<file path="config.mk">
export PLATFORM = sky130hd
export DESIGN_NAME = maze_player_ctrl
export DESIGN_NICKNAME = d
export VERILOG_FILES = /design/src/rtl/maze_pkg.sv /design/src/rtl/maze_player_ctrl_key_debounce.sv /design/src/rtl/maze_player_ctrl.sv
export SDC_FILE = /design/constraint.sdc
export NUM_CORES = 1
export LEC_CHECK = 0
export BUFFER_PORTS_ARGS = -buffer_cell sky130_fd_sc_hd__buf_2
export CORE_ASPECT_RATIO = 2
export CORE_MARGIN = 5
export CORE_UTILIZATION = 64
export DETAILED_ROUTE_END_ITERATION = 6
export GPL_TIMING_DRIVEN = 0
export PLACE_DENSITY = 0.81
export REMOVE_ABC_BUFFERS = 1
export SYNTH_ARGS = -nofsm -noshare
export SYNTH_HDL_FRONTEND = slang
export SYNTH_SLANG_ARGS = --single-unit
</file>
<file path="constraint.sdc">
create_clock -name iCLK -period 4.2 [get_ports iCLK]
set_input_delay 0.84 -clock iCLK [delete_from_list [all_inputs] [get_ports iCLK]]
set_output_delay 0.84 -clock iCLK [all_outputs]
set_load 0.02 [all_outputs]
</file>
<file path="src/rtl/maze_pkg.sv">
`default_nettype none
// ============================================================================
// Module      : maze_pkg
// Description : Shared types and constants for the maze player controller:
//               heading encoding, controller FSM states, default grid size
//               and the renderer's cell size in pixels.
// Revision    : 1.0 - initial release
// ============================================================================
package maze_pkg;

  localparam int C_GRID_W  = 32;   // 640 px / 20 px
  localparam int C_GRID_H  = 24;   // 480 px / 20 px
  localparam int C_CELL_PX = 20;

  // Heading: N moves y-1, E moves x+1, S moves y+1, W moves x-1
  typedef enum logic [1:0] {
    DIR_N = 2'd0,
    DIR_E = 2'd1,
    DIR_S = 2'd2,
    DIR_W = 2'd3
  } dir_t;

  typedef enum logic [1:0] {
    ST_IDLE  = 2'd0,
    ST_QUERY = 2'd1,
    ST_CHECK = 2'd2,
    ST_WON   = 2'd3
  } state_t;

endpackage : maze_pkg
`default_nettype wire

</file>
<file path="src/rtl/maze_player_ctrl_key_debounce.sv">
`default_nettype none
// ============================================================================
// Module      : key_debounce
// Description : Two-flop synchronizer, stability counter and press pulse for
//               one active-low push button. The debounced level flips only
//               after the synchronized key has disagreed with it for
//               DEBOUNCE_CYCLES consecutive cycles; o_press pulses for one
//               cycle on the released->pressed flip.
// Revision    : 1.0 - initial release
// ============================================================================
module key_debounce #(
  parameter int DEBOUNCE_CYCLES = 500000
) (
  input  logic clk,
  input  logic rst,
  input  logic i_key_n,
  output logic o_level,
  output logic o_press
);

  localparam int              c_cnt_w   = $clog2(DEBOUNCE_CYCLES + 1);
  localparam logic [c_cnt_w-1:0] c_cnt_max = c_cnt_w'(DEBOUNCE_CYCLES - 1);

  logic [1:0]         r_sync;
  logic               r_level;
  logic               r_press;
  logic [c_cnt_w-1:0] r_cnt;
  logic               w_pressed;

  assign w_pressed = ~r_sync[1];

  // Synchronize the raw key, count consecutive disagreeing cycles, flip level
  always_ff @(posedge clk) begin
    if (rst) begin
      r_sync  <= 2'b11;
      r_level <= 1'b0;
      r_press <= 1'b0;
      r_cnt   <= '0;
    end else begin
      r_sync  <= {r_sync[0], i_key_n};
      r_press <= 1'b0;
      if (w_pressed == r_level) begin
        r_cnt <= '0;
      end else if (r_cnt == c_cnt_max) begin
        r_cnt   <= '0;
        r_level <= w_pressed;
        r_press <= w_pressed;
      end else begin
        r_cnt <= r_cnt + 1'b1;
      end
    end
  end

  assign o_level = r_level;
  assign o_press = r_press;

endmodule : key_debounce
`default_nettype wire

</file>
<file path="src/rtl/maze_player_ctrl.sv">
`default_nettype none
// ============================================================================
// Module      : maze_player_ctrl
// Description : Player-movement controller for the VGA maze. Debounces the
//               turn-left / turn-right / forward keys, tracks heading, and
//               steps the player one cell per forward press after a wall
//               lookup through a one-cycle-latency maze ROM port.
//               Optional build macro: MAZE_AUTOREPEAT_EN (forward auto-repeat
//               every REPEAT_CYCLES while the forward key is held).
// Revision    : 1.0 - initial release
// ============================================================================
module maze_player_ctrl
  import maze_pkg::*;
#(
  parameter int GRID_W          = C_GRID_W,
  parameter int GRID_H          = C_GRID_H,
  parameter int START_X         = 1,
  parameter int START_Y         = 1,
  parameter int GOAL_X          = 30,
  parameter int GOAL_Y          = 22,
  parameter int DEBOUNCE_CYCLES = 500000,
  parameter int REPEAT_CYCLES   = 12500000,
  localparam int XW = $clog2(GRID_W),
  localparam int YW = $clog2(GRID_H)
) (
  input  logic          iCLK,
  input  logic          iRST,
  input  logic          iKEY_L_N,
  input  logic          iKEY_R_N,
  input  logic          iKEY_F_N,
  input  logic          iRUN,
  output logic [XW-1:0] oQ_X,
  output logic [YW-1:0] oQ_Y,
  input  logic          iQ_WALL,
  output logic [XW-1:0] oPX,
  output logic [YW-1:0] oPY,
  output logic [1:0]    oDIR,
  output logic [9:0]    oMOVES,
  output logic          oBUMP,
  output logic          oWIN
);

  localparam logic [XW-1:0] c_start_x = XW'(START_X);
  localparam logic [YW-1:0] c_start_y = YW'(START_Y);
  localparam logic [XW-1:0] c_goal_x  = XW'(GOAL_X);
  localparam logic [YW-1:0] c_goal_y  = YW'(GOAL_Y);

  logic w_lvl_l, w_lvl_r, w_lvl_f;
  logic w_prs_l, w_prs_r, w_prs_f;
  logic w_rep;

  key_debounce #(.DEBOUNCE_CYCLES(DEBOUNCE_CYCLES)) u_key_l (
    .clk(iCLK), .rst(iRST), .i_key_n(iKEY_L_N), .o_level(w_lvl_l), .o_press(w_prs_l));
  key_debounce #(.DEBOUNCE_CYCLES(DEBOUNCE_CYCLES)) u_key_r (
    .clk(iCLK), .rst(iRST), .i_key_n(iKEY_R_N), .o_level(w_lvl_r), .o_press(w_prs_r));
  key_debounce #(.DEBOUNCE_CYCLES(DEBOUNCE_CYCLES)) u_key_f (
    .clk(iCLK), .rst(iRST), .i_key_n(iKEY_F_N), .o_level(w_lvl_f), .o_press(w_prs_f));

  state_t          r_state, w_state_nxt;
  logic [XW-1:0]   r_px, w_px_nxt, r_qx, w_qx_nxt, r_tx, w_tx_nxt;
  logic [YW-1:0]   r_py, w_py_nxt, r_qy, w_qy_nxt, r_ty, w_ty_nxt;
  logic [1:0]      r_dir, w_dir_nxt;
  logic [9:0]      r_moves, w_moves_nxt;
  logic            r_bump, w_bump_nxt;
  logic            r_win, w_win_nxt;
  logic            r_oob, w_oob_nxt;
  logic            w_go_f, w_go_l, w_go_r;
  logic signed [XW:0] w_dx, w_tgt_x;
  logic signed [YW:0] w_dy, w_tgt_y;
  logic            w_oob;
  logic            w_ok;
  logic [XW-1:0]   w_cell_x;
  logic [YW-1:0]   w_cell_y;

`ifdef MAZE_AUTOREPEAT_EN
  localparam int                  c_rep_w   = $clog2(REPEAT_CYCLES + 1);
  localparam logic [c_rep_w-1:0]  c_rep_max = c_rep_w'(REPEAT_CYCLES - 1);
  logic [c_rep_w-1:0] r_rep_cnt;

  // Count held-forward cycles since the last (real or repeated) press
  always_ff @(posedge iCLK) begin
    if (iRST || !w_lvl_f || !iRUN || w_prs_f || w_rep) begin
      r_rep_cnt <= '0;
    end else begin
      r_rep_cnt <= r_rep_cnt + 1'b1;
    end
  end

  assign w_rep = w_lvl_f && (r_rep_cnt == c_rep_max);
`else
  assign w_rep = 1'b0;
`endif

  // Press priority F > L > R, all masked by the game enable
  assign w_go_f = (w_prs_f | w_rep) & iRUN;
  assign w_go_l = w_prs_l & iRUN & ~w_go_f;
  assign w_go_r = w_prs_r & iRUN & ~w_go_f & ~w_prs_l;

  // Target cell one step along the heading, with signed bounds check
  always_comb begin
    w_dx = '0;
    w_dy = '0;
    case (r_dir)
      DIR_N:   w_dy = '1;
      DIR_E:   w_dx = (XW+1)'(1);
      DIR_S:   w_dy = (YW+1)'(1);
      default: w_dx = '1;
    endcase
    w_tgt_x = $signed({1'b0, r_px}) + w_dx;
    w_tgt_y = $signed({1'b0, r_py}) + w_dy;
    w_oob   = w_tgt_x[XW] || (int'(w_tgt_x) >= GRID_W) ||
              w_tgt_y[YW] || (int'(w_tgt_y) >= GRID_H);
  end

  // FSM state register
  always_ff @(posedge iCLK) begin
    if (iRST) r_state <= ST_IDLE;
    else      r_state <= w_state_nxt;
  end

  // FSM next state and datapath next values
  always_comb begin
    w_state_nxt = r_state;
    w_px_nxt    = r_px;
    w_py_nxt    = r_py;
    w_qx_nxt    = r_qx;
    w_qy_nxt    = r_qy;
    w_tx_nxt    = r_tx;
    w_ty_nxt    = r_ty;
    w_oob_nxt   = r_oob;
    w_dir_nxt   = r_dir;
    w_moves_nxt = r_moves;
    w_bump_nxt  = 1'b0;
    w_win_nxt   = r_win;
    w_ok        = ~(iQ_WALL | r_oob);
    w_cell_x    = w_ok ? r_tx : r_px;
    w_cell_y    = w_ok ? r_ty : r_py;
    case (r_state)
      ST_IDLE: begin
        if (w_go_f) begin
          w_tx_nxt    = w_tgt_x[XW-1:0];
          w_ty_nxt    = w_tgt_y[YW-1:0];
          w_oob_nxt   = w_oob;
          w_qx_nxt    = w_oob ? r_px : w_tgt_x[XW-1:0];
          w_qy_nxt    = w_oob ? r_py : w_tgt_y[YW-1:0];
          w_state_nxt = ST_QUERY;
        end else if (w_go_l) begin
          w_dir_nxt = r_dir - 2'd1;
        end else if (w_go_r) begin
          w_dir_nxt = r_dir + 2'd1;
        end
      end
      ST_QUERY: w_state_nxt = ST_CHECK;
      ST_CHECK: begin
        if (w_ok) begin
          w_px_nxt    = r_tx;
          w_py_nxt    = r_ty;
          w_moves_nxt = (r_moves == 10'h3FF) ? r_moves : r_moves + 10'd1;
        end else begin
          w_bump_nxt = 1'b1;
        end
        if (w_cell_x == c_goal_x && w_cell_y == c_goal_y) begin
          w_state_nxt = ST_WON;
          w_win_nxt   = 1'b1;
        end else begin
          w_state_nxt = ST_IDLE;
        end
      end
      default: w_win_nxt = 1'b1;
    endcase
  end

  // Datapath registers
  always_ff @(posedge iCLK) begin
    if (iRST) begin
      r_px    <= c_start_x;
      r_py    <= c_start_y;
      r_qx    <= c_start_x;
      r_qy    <= c_start_y;
      r_tx    <= c_start_x;
      r_ty    <= c_start_y;
      r_oob   <= 1'b0;
      r_dir   <= DIR_E;
      r_moves <= '0;
      r_bump  <= 1'b0;
      r_win   <= 1'b0;
    end else begin
      r_px    <= w_px_nxt;
      r_py    <= w_py_nxt;
      r_qx    <= w_qx_nxt;
      r_qy    <= w_qy_nxt;
      r_tx    <= w_tx_nxt;
      r_ty    <= w_ty_nxt;
      r_oob   <= w_oob_nxt;
      r_dir   <= w_dir_nxt;
      r_moves <= w_moves_nxt;
      r_bump  <= w_bump_nxt;
      r_win   <= w_win_nxt;
    end
  end

  assign oQ_X   = r_qx;
  assign oQ_Y   = r_qy;
  assign oPX    = r_px;
  assign oPY    = r_py;
  assign oDIR   = r_dir;
  assign oMOVES = r_moves;
  assign oBUMP  = r_bump;
  assign oWIN   = r_win;

endmodule : maze_player_ctrl
`default_nettype wire

</file>
After elaboration in Yosys (flattened, before gate mapping):

Cells that the tools add are included.

* register bits after elaboration: 116
* input bits: 7
* output and inout port bits: 34
* word-level logic and storage cells: 110

* add/sub/neg operators: 8
* magnitude comparators: 2
* equality and inequality tests: 15
* mux-type cells: 14
* bitwise operators: 22
* reduce and logical (&&, ||, !) cells: 25

Operator list (number)
* $add 19x1->19 const B: 3
* $eq 19x19->1 const B: 3
* $pmux 6 s2: 2
* $mux 5: 4
* $reduce_or 3->1: 6
* $not 1->1: 15
* $add 6x6->6: 2
* $reduce_and 2->1: 6
* $add 10x1->10 const B: 1
* $eq 10x10->1 const B: 1
* $eq 5x5->1 const B: 2
* $mux 2: 4
* $ge 6x7->1 const B: 1
* $and 1x1->1: 6
* $ge 6x6->1 const B: 1
* $pmux 2 s3: 1
* $reduce_and 3->1: 2
* $reduce_or 2->1: 3
* $eq 2x1->1 const B: 2
* $eq 2x2->1 const B: 2
* $logic_not 2->1: 2
* $ne 2x2->1 const B: 2
* $eq 1x1->1: 3
* $logic_or 1x1->1: 3
* other kinds (8): 9

Depth between registers and ports, before layout:

Gate-level depths: netlist (run 1).

* word-level depth: 9
* gate-level depth with buffers: 11

Hierarchy:

Synthesis (run 1) repeated with hierarchy kept, for this count alone.

* cells, all modules: 657
* area, all modules: 5660.4 um2

Modules (own cells, without submodules)
* key_debounce: times used 3, cells an instance 115, area each 1027.2 um2, sequential area each 460.4 um2
* maze_player_ctrl: times used 1, cells an instance 312, area each 2578.7 um2, sequential area each 940.9 um2

Least setup slack after synthesis (run 1):

No wires, ideal clock.

* path type: register to register
* start: register r_dir[0] (netlist: oDIR[0])
* end: register r_qx[0] (netlist: oQ_X[0])
* setup time: 0.124 ns
* data arrival time: 2.670 ns
* required time: 4.076 ns
* path slack: 1.407 ns
* cell stages (with the launch flop): 10
* period minus slack after synthesis: 2.793 ns
* cell sequence: dfxtp_1 -> inv_1 -> ha_1 -> ha_1 -> a211o_1 -> a32oi_2 -> xor2_1 -> or3_2 -> a221oi_1 -> o21ai_1

* cells in the longest elaborated chain, start to end: 9
* elaborated cells between the ends (all ways): 14
* those cells by class: 2 x add/sub; 2 x order compare; 2 x eq/ne; 3 x mux; 5 x reduce/logical

Ends and longest elaborated chain
* start: declaration: RTL line maze_player_ctrl.sv:62 `logic [1:0] r_dir, w_dir_nxt;`
* start signal: assignment: RTL line maze_player_ctrl.sv:195 `r_dir <= w_dir_nxt;`
* $eq 2x2->1 or $logic_not 2->1 (tied branches): RTL line maze_player_ctrl.sv:103 `case (r_dir)`
* $reduce_or 2->1 (no source line)
* $pmux 6 s2: RTL line maze_player_ctrl.sv:103
* $add 6x6->6: RTL line maze_player_ctrl.sv:109 `w_tgt_x = $signed({1'b0, r_px}) + w_dx;`
* $ge 6x7->1: RTL line maze_player_ctrl.sv:111 `w_oob = w_tgt_x[XW] || (int'(w_tgt_x) >= GRID_W) ||`
* $logic_or 1x1->1 (2 in a row): RTL line maze_player_ctrl.sv:111
* $logic_or 1x1->1: RTL line maze_player_ctrl.sv:112 `w_tgt_y[YW] || (int'(w_tgt_y) >= GRID_H);`
* $mux 5 (*): RTL line maze_player_ctrl.sv:144 `w_qx_nxt = w_oob ? r_px : w_tgt_x[XW-1:0];`
* end signal: assignment: RTL line maze_player_ctrl.sv:178 `r_qx <= c_start_x;`
* end signal: assignment: RTL line maze_player_ctrl.sv:190 `r_qx <= w_qx_nxt;`
* end: declaration: RTL line maze_player_ctrl.sv:60 `logic [XW-1:0] r_px, w_px_nxt, r_qx, w_qx_nxt, r_tx, w_tx_nxt;`

Mark *: on every way between the ends. The rest lies on a longest branch, timed or not.
A chain may end at the register's enable or synchronous reset.

Worst setup path after layout (run 1):

* start: register r_dir[0] (netlist: oDIR[0])
* end: register r_qy[3] (netlist: oQ_Y[3])

* cells in the longest elaborated chain, start to end: 9
* elaborated cells between the ends (all ways): 14
* those cells by class: 2 x add/sub; 2 x order compare; 2 x eq/ne; 3 x mux; 5 x reduce/logical

Ends and longest elaborated chain
* $eq 2x2->1 or $logic_not 2->1 (tied branches): RTL line maze_player_ctrl.sv:103
* $reduce_or 2->1 (no source line)
* $pmux 6 s2: RTL line maze_player_ctrl.sv:103
* $add 6x6->6: RTL line maze_player_ctrl.sv:109
* $ge 6x7->1: RTL line maze_player_ctrl.sv:111
* $logic_or 1x1->1 (2 in a row): RTL line maze_player_ctrl.sv:111
* $logic_or 1x1->1: RTL line maze_player_ctrl.sv:112
* $mux 5 (*): RTL line maze_player_ctrl.sv:145 `w_qy_nxt = w_oob ? r_py : w_tgt_y[YW-1:0];`
* end signal: assignment: RTL line maze_player_ctrl.sv:179 `r_qy <= c_start_y;`
* end signal: assignment: RTL line maze_player_ctrl.sv:191 `r_qy <= w_qy_nxt;`
* end: declaration: RTL line maze_player_ctrl.sv:61 `logic [YW-1:0] r_py, w_py_nxt, r_qy, w_qy_nxt, r_ty, w_ty_nxt;`

Marks and branches as above.

==> results.ini, run 1 <==
[setup_path]
crit_buf_inv = 1
crit_start = oDIR[0]
worstReg2RegStart = oDIR[0]
crit_top_cell = ha_1
arrival_ns = 3.79
crit_path_max_incr_delay_ns = 0.99
start_kind = flip-flop
crit_chain = inv_1, ha_1, ha_1, a211o_1, a32oi_2, xor2_1, o311ai_2, mux2i_1, a21oi_1
path_max_fanout = 14
worst_setup_path_end_kind = flip-flop
slowest_stage = o311ai_2
required_ns = 4.45
critical-path-top-delay-family = compound AO/OA/AOI/OAI gates
path_class = flip-flop to flip-flop

[power]
p_total_w = 0.00260
ir_worst_vdd_mv = 0.412
power.switching_w = 0.000516
p_seq_share_pct = 42.9
p_comb_share_pct = 1.5
p_leak_nw = 2.26
p_sw_share_pct = 19.9
power-per-cell-area_nw_per_um2 = 423
clockPowerShare_pct = 55.6
p_int_w = 0.00208

[min_path]
hp-class = flip-flop to flip-flop
min_from = u_key_r.r_sync[0]

[place]
gp_congestion = 0.886
dp_hpwl_um = 8240
dpl.cell_count = 737
io_buffer_count = 40

[synthesis]
synth_flop_cell = dfxtp_1
syn_avg_cell_area_um2 = 8.58
synth-seq-area-share_pct = 43.3
ys.warnings.count = 0
syn-instance-count = 625
synth.distinct_cells = 52
synthArstFlopShare_pct = 0
syn-cell-area_um2 = 5360
ys_seq_elements = 116
synth_edf_count = 0

[timing]
finalSetupTns_ns = 0
worst_pin_slew_ns = 1.29
rsz0062_at_grt = no
min_period_ns = 3.54
finalCritPeriodShare_pct = 84.2
setup_viol = 0
maxSlewViolCount = 0
finalHoldViolCount = 0
fin_skew_ns = 0.00850
max_freq_mhz = 283
slew_headroom_pct = 13.4

[floorplanning]
start_util_pct = 65.2
rows = 47
coreArea_um2 = 8230
die_w_um = 74.7
die_y_um = 139
die_area_um2 = 10400
floorplan.io_pins = 41

[route]
drt-wirelength-per-cell_um = 15.3
vias = 4527
vias_per_cell = 5.89
dr.pass1.iters = 5
drtAntennaViolNets = 0
drc = 0
drt_iter0_markers = 279
routed_wl_um = 11800

[cells_and_area]
seq_area_um2 = 2320
final_common_cell = dfxtp_1
nets = 684
fillers = 612
syn_to_final_growth_pct = 14.4
n_antenna_cell = 0
layout.cells.non_filler = 769
layout-drive-gt1-share_pct = 12.7
post-route-util_pct = 74.5
multiInputGateArea_um2 = 2840
layout.cells.most_common_list = 116 x dfxtp_1, 88 x nor2_1, 70 x nand2_1

[clocking]
htreeDepth = 4
clock_sinks = 116
cts-root-buf = clkbuf_16
clk_path_buf_depth = 2
cts_tree = built
numCtsBuffers = 17
insertion_delay_ns = 0.41
cts_hold_buffers = 0
post_cts_resized = 0
post-cts-setup-buffers = 0
clkTransAtPathRegs_ns = 0.05

[grt]
track_usage_pct = 24.3
grt_antenna_before_repair = 0
grt_pass1_vias = 4509
grt_pass1_wl_um = 19900
grt_max_degree = 49
grt_overflow = 0

[outcome]
status = finished, final reports clean

[flow_run]
cap_violations = 0

==> flip-flops by register name, indices dropped and copies added (netlist names), 5 cells and up <==
| name | flops |
|---|---|
| u_key_l.r_cnt | 19 |
| oPX | 5 |
| oQ_X | 5 |
| r_ty | 5 |
| u_key_r.r_cnt | 19 |
| r_tx | 5 |
| oMOVES | 10 |
| oQ_Y | 5 |
| oPY | 5 |
| u_key_f.r_cnt | 19 |
==> power by group through the flow <==
stage | logic [W] | clock network, W | registers [W]
finish | 0.0000388 | 0.00144 | 0.00111
global route | 0.0000438 | 0.00153 | 0.00111
CTS | 0.0000387 | 0.00146 | 0.00111
detailed placement | 0.0000384 | 0 | 0.00114
global placement | 0.0000366 | 0 | 0.00113
floorplan | 0.0000195 | 0 | 0.00114
==> cell usage after synthesis, types with 2 or more instances <==
cell,instances,area share [%]
ha_1,18,4.2
nand2b_1,3,0.35
buf_2,2,0.19
o211ai_1,2,0.28
nand2_1,70,4.9
inv_1,14,0.98
nor2_1,88,6.2
a31oi_1,6,0.70
nand4_1,15,1.7
nor3b_1,5,0.70
nand4b_1,4,0.65
or3_1,9,1.0
nand3_1,36,3.4
a211oi_1,3,0.42
o21ai_0,24,2.2
and4_1,4,0.65
or4_1,3,0.42
nand3b_1,4,0.56
nor3_1,9,0.84
o21ai_1,3,0.28
nor4b_1,2,0.33
nor4_1,8,0.93
a21oi_1,33,3.1
dfxtp_1,116,43
and3_1,9,1.0
buf_6,5,1.0
a21o_1,2,0.28
or2_2,11,1.3
xor2_1,44,7.2
nor2b_1,3,0.35
mux2i_1,4,0.75
clkbuf_1,17,1.2
a221oi_1,3,0.49
buf_4,2,0.28
xnor2_1,27,4.4
==> final cells by class <==
| class | instances | share of cell area, % |
|---|---|---|
| multi-input cells | 469 | 46.3 |
| flip-flops and latches | 116 | 37.8 |
| clock buffers | 23 | 7.62 |
| repair buffers | 40 | 3.26 |
| clock inverters | 9 | 2.08 |
| well taps | 98 | 2.00 |
| inverters | 14 | 0.856 |
==> cell families after synthesis <==
group	share of synthesized area, %
and+or+nand+nor	26.5
xor gates and xnor gates	11.6
DFF	43.3
adders and majority gates	4.57
buffers and inverters	3.69
AOI/OAI and AO/OA	9.63
muxes	0.746
==> per-layer routing <==
| layer | wire length [um] | track usage (%) |
|---|---|---|
| met1 | 4350 | 24.0 |
| met2 | 6560 | 43.7 |
| met3 | 420 | 4.98 |
| met4 | 465 | 15.0 |
| met5 | 0 | 0 |
==> stage by stage <==
stage	worst slack (ns)	hold WS, ns	instance area, um^2
after global routing	0.413	0.439	6140
final	0.664	0.412	6140
after floorplan	1.13	0.389	5220
after global placement	0.760	0.397	5540
after CTS	0.688	0.411	6140
after detailed placement	0.699	0.400	5540
==> final timing paths <==
path                             to  cells past startpoint  slack (ns)
hold reg to reg   u_key_r.r_sync[1]                      1        0.41
hold / removal    u_key_r.r_sync[1]                      1        0.41
setup reg to reg            oQ_Y[3]                      9        0.66
setup / recovery            oQ_Y[3]                      9        0.66
Note: power is estimated with default switching activity, not from simulation.
==> run 2: changes to the inputs <==
--- a/config.mk
+++ b/config.mk
@@ -8,10 +8,10 @@
 export BUFFER_PORTS_ARGS = -buffer_cell sky130_fd_sc_hd__buf_2
 export CORE_ASPECT_RATIO = 2
 export CORE_MARGIN = 5
-export CORE_UTILIZATION = 64
+export CORE_UTILIZATION = 60
 export DETAILED_ROUTE_END_ITERATION = 6
 export GPL_TIMING_DRIVEN = 0
-export PLACE_DENSITY = 0.81
+export PLACE_DENSITY = 0.77
 export REMOVE_ABC_BUFFERS = 1
 export SYNTH_ARGS = -nofsm -noshare
 export SYNTH_HDL_FRONTEND = slang
==> constraint.sdc (replaced) <==
create_clock -name iCLK -period 3.5 [get_ports iCLK]
set_input_delay 0.7 -clock iCLK [delete_from_list [all_inputs] [get_ports iCLK]]
set_output_delay 0.7 -clock iCLK [all_outputs]
set_load 0.02 [all_outputs]
==> results.ini, run 2 (synthesized netlist as in run 1, its figures left out) <==
[outcome]
status = finished, final reports clean

[cells_and_area]
syn_to_final_growth_pct = 15.1
n_antenna_cell = 0
nets = 684
layout.cells.most_common_list = 116 x dfxtp_1, 88 x nor2_1, 70 x nand2_1
post-route-util_pct = 70.9
final_common_cell = dfxtp_1
top_regs = u_key_f.r_cnt: 19 flops, u_key_l.r_cnt: 19 flops, u_key_r.r_cnt: 19 flops
final_area_um2 = 6170
layout-drive-gt1-share_pct = 13.1

[flow_run]
cap_violations = 0

[route]
dr.pass1.iters = 4
drc = 0
routed_wl_um = 11400
drt-wirelength-per-cell_um = 14.8
vias = 4456
drtAntennaViolNets = 0
vias_per_cell = 5.78
drt_iter0_markers = 171

[timing]
slew_headroom_pct = 15.4
worst_pin_slew_ns = 1.26
hold_ws_ns = 0.411
finalCritPeriodShare_pct = 94.4
min_period_ns = 3.30
maxSlewViolCount = 0
max_freq_mhz = 303
rsz0062_at_grt = no
finalHoldViolCount = 0
fin_skew_ns = 0.0107
setup_viol = 0
finalSetupTns_ns = 0

[setup_path]
crit_path_max_incr_delay_ns = 0.72
slowest_stage = o311ai_4
crit_buf_inv = 1
path_max_fanout = 14
start_kind = flip-flop
arrival_ns = 3.55
critical-path-top-delay-family = compound AO/OA/AOI/OAI gates
path_class = flip-flop to flip-flop
crit_top_cell = ha_1
required_ns = 3.75
crit_chain = inv_1, ha_1, ha_1, a211o_1, a32oi_2, xor2_1, o311ai_4, mux2i_1, a21oi_1
r2r_setup_slack_ns = 0.20
worst_setup_path_end_kind = flip-flop

[clocking]
clock_sinks = 116
cts_hold_buffers = 0
post_cts_resized = 1
htreeDepth = 4
clkTransAtPathRegs_ns = 0.05
cts_tree = built
numCtsBuffers = 17
cts-root-buf = clkbuf_16
post-cts-setup-buffers = 0
clk_path_buf_depth = 2
insertion_delay_ns = 0.41

[floorplanning]
die_w_um = 76.9
floorplan.io_pins = 41
start_util_pct = 61.6
die_area_um2 = 11000
rows = 48
coreArea_um2 = 8710
die_y_um = 144

[power]
clockPowerShare_pct = 56.3
p_sw_share_pct = 20.2
power.switching_w = 0.000639
p_seq_share_pct = 42.2
p_comb_share_pct = 1.5
p_total_w = 0.00316
ir_worst_vdd_mv = 0.421
p_leak_nw = 2.27
power-per-cell-area_nw_per_um2 = 512
p_int_w = 0.00252

[place]
io_buffer_count = 40
post_dp_cell_area_um2 = 5540
dp_hpwl_um = 8180
gp_congestion = 0.876

[grt]
grt_max_degree = 49
track_usage_pct = 22.0
grt_antenna_before_repair = 0
grt_pass1_wl_um = 19700
grt_pass1_vias = 4366
grt_overflow = 0

[min_path]
hp-class = flip-flop to flip-flop

## run 2: worst paths after layout
check	start	to	cells past startpoint
setup / recovery	oDIR[0]	oQ_Y[1]	9
hold / removal	u_key_l.r_sync[0]	u_key_l.r_sync[1]	1
setup reg to reg	oDIR[0]	oQ_Y[1]	9
hold reg to reg	u_key_l.r_sync[0]	u_key_l.r_sync[1]	1
## run 2: power by group through the flow
stage | combinational [W] | sequential, W | clock [W]
4_1_cts | 0.0000474 | 0.00133 | 0.00180
2_1_floorplan | 0.0000234 | 0.00136 | 0
5_1_grt | 0.0000541 | 0.00133 | 0.00187
3_3_place_gp | 0.0000446 | 0.00136 | 0
3_5_place_dp | 0.0000468 | 0.00136 | 0
6_report | 0.0000470 | 0.00133 | 0.00178
## run 2: final cells by class
class | count | area, um^2
well taps | 100 | 125
flip-flops and latches | 116 | 2320
fillers | 684 | 2530
clock inverters | 11 | 150
clock buffers | 21 | 470
multi-input cells | 469 | 2850
repair buffers | 40 | 200
inverters | 14 | 52.6
## run 2: metrics by stage
step	worst slack, ns	std cells
floorplan	0.435	599
global placement	0.0496	739
detailed placement	-0.00281	739
CTS	0.231	771
global route	0.00325	771
finish	0.197	771
## run 2: layer usage
layer | up-vias | wire length [um] | global-route usage [%]
met5 | - | 0 | 0
met4 | 0 | 494 | 13.8
met3 | 31 | 395 | 5.02
met2 | 88 | 6420 | 41.3
met1 | 2111 | 4130 | 21.0
li1 | 2226 | - | -
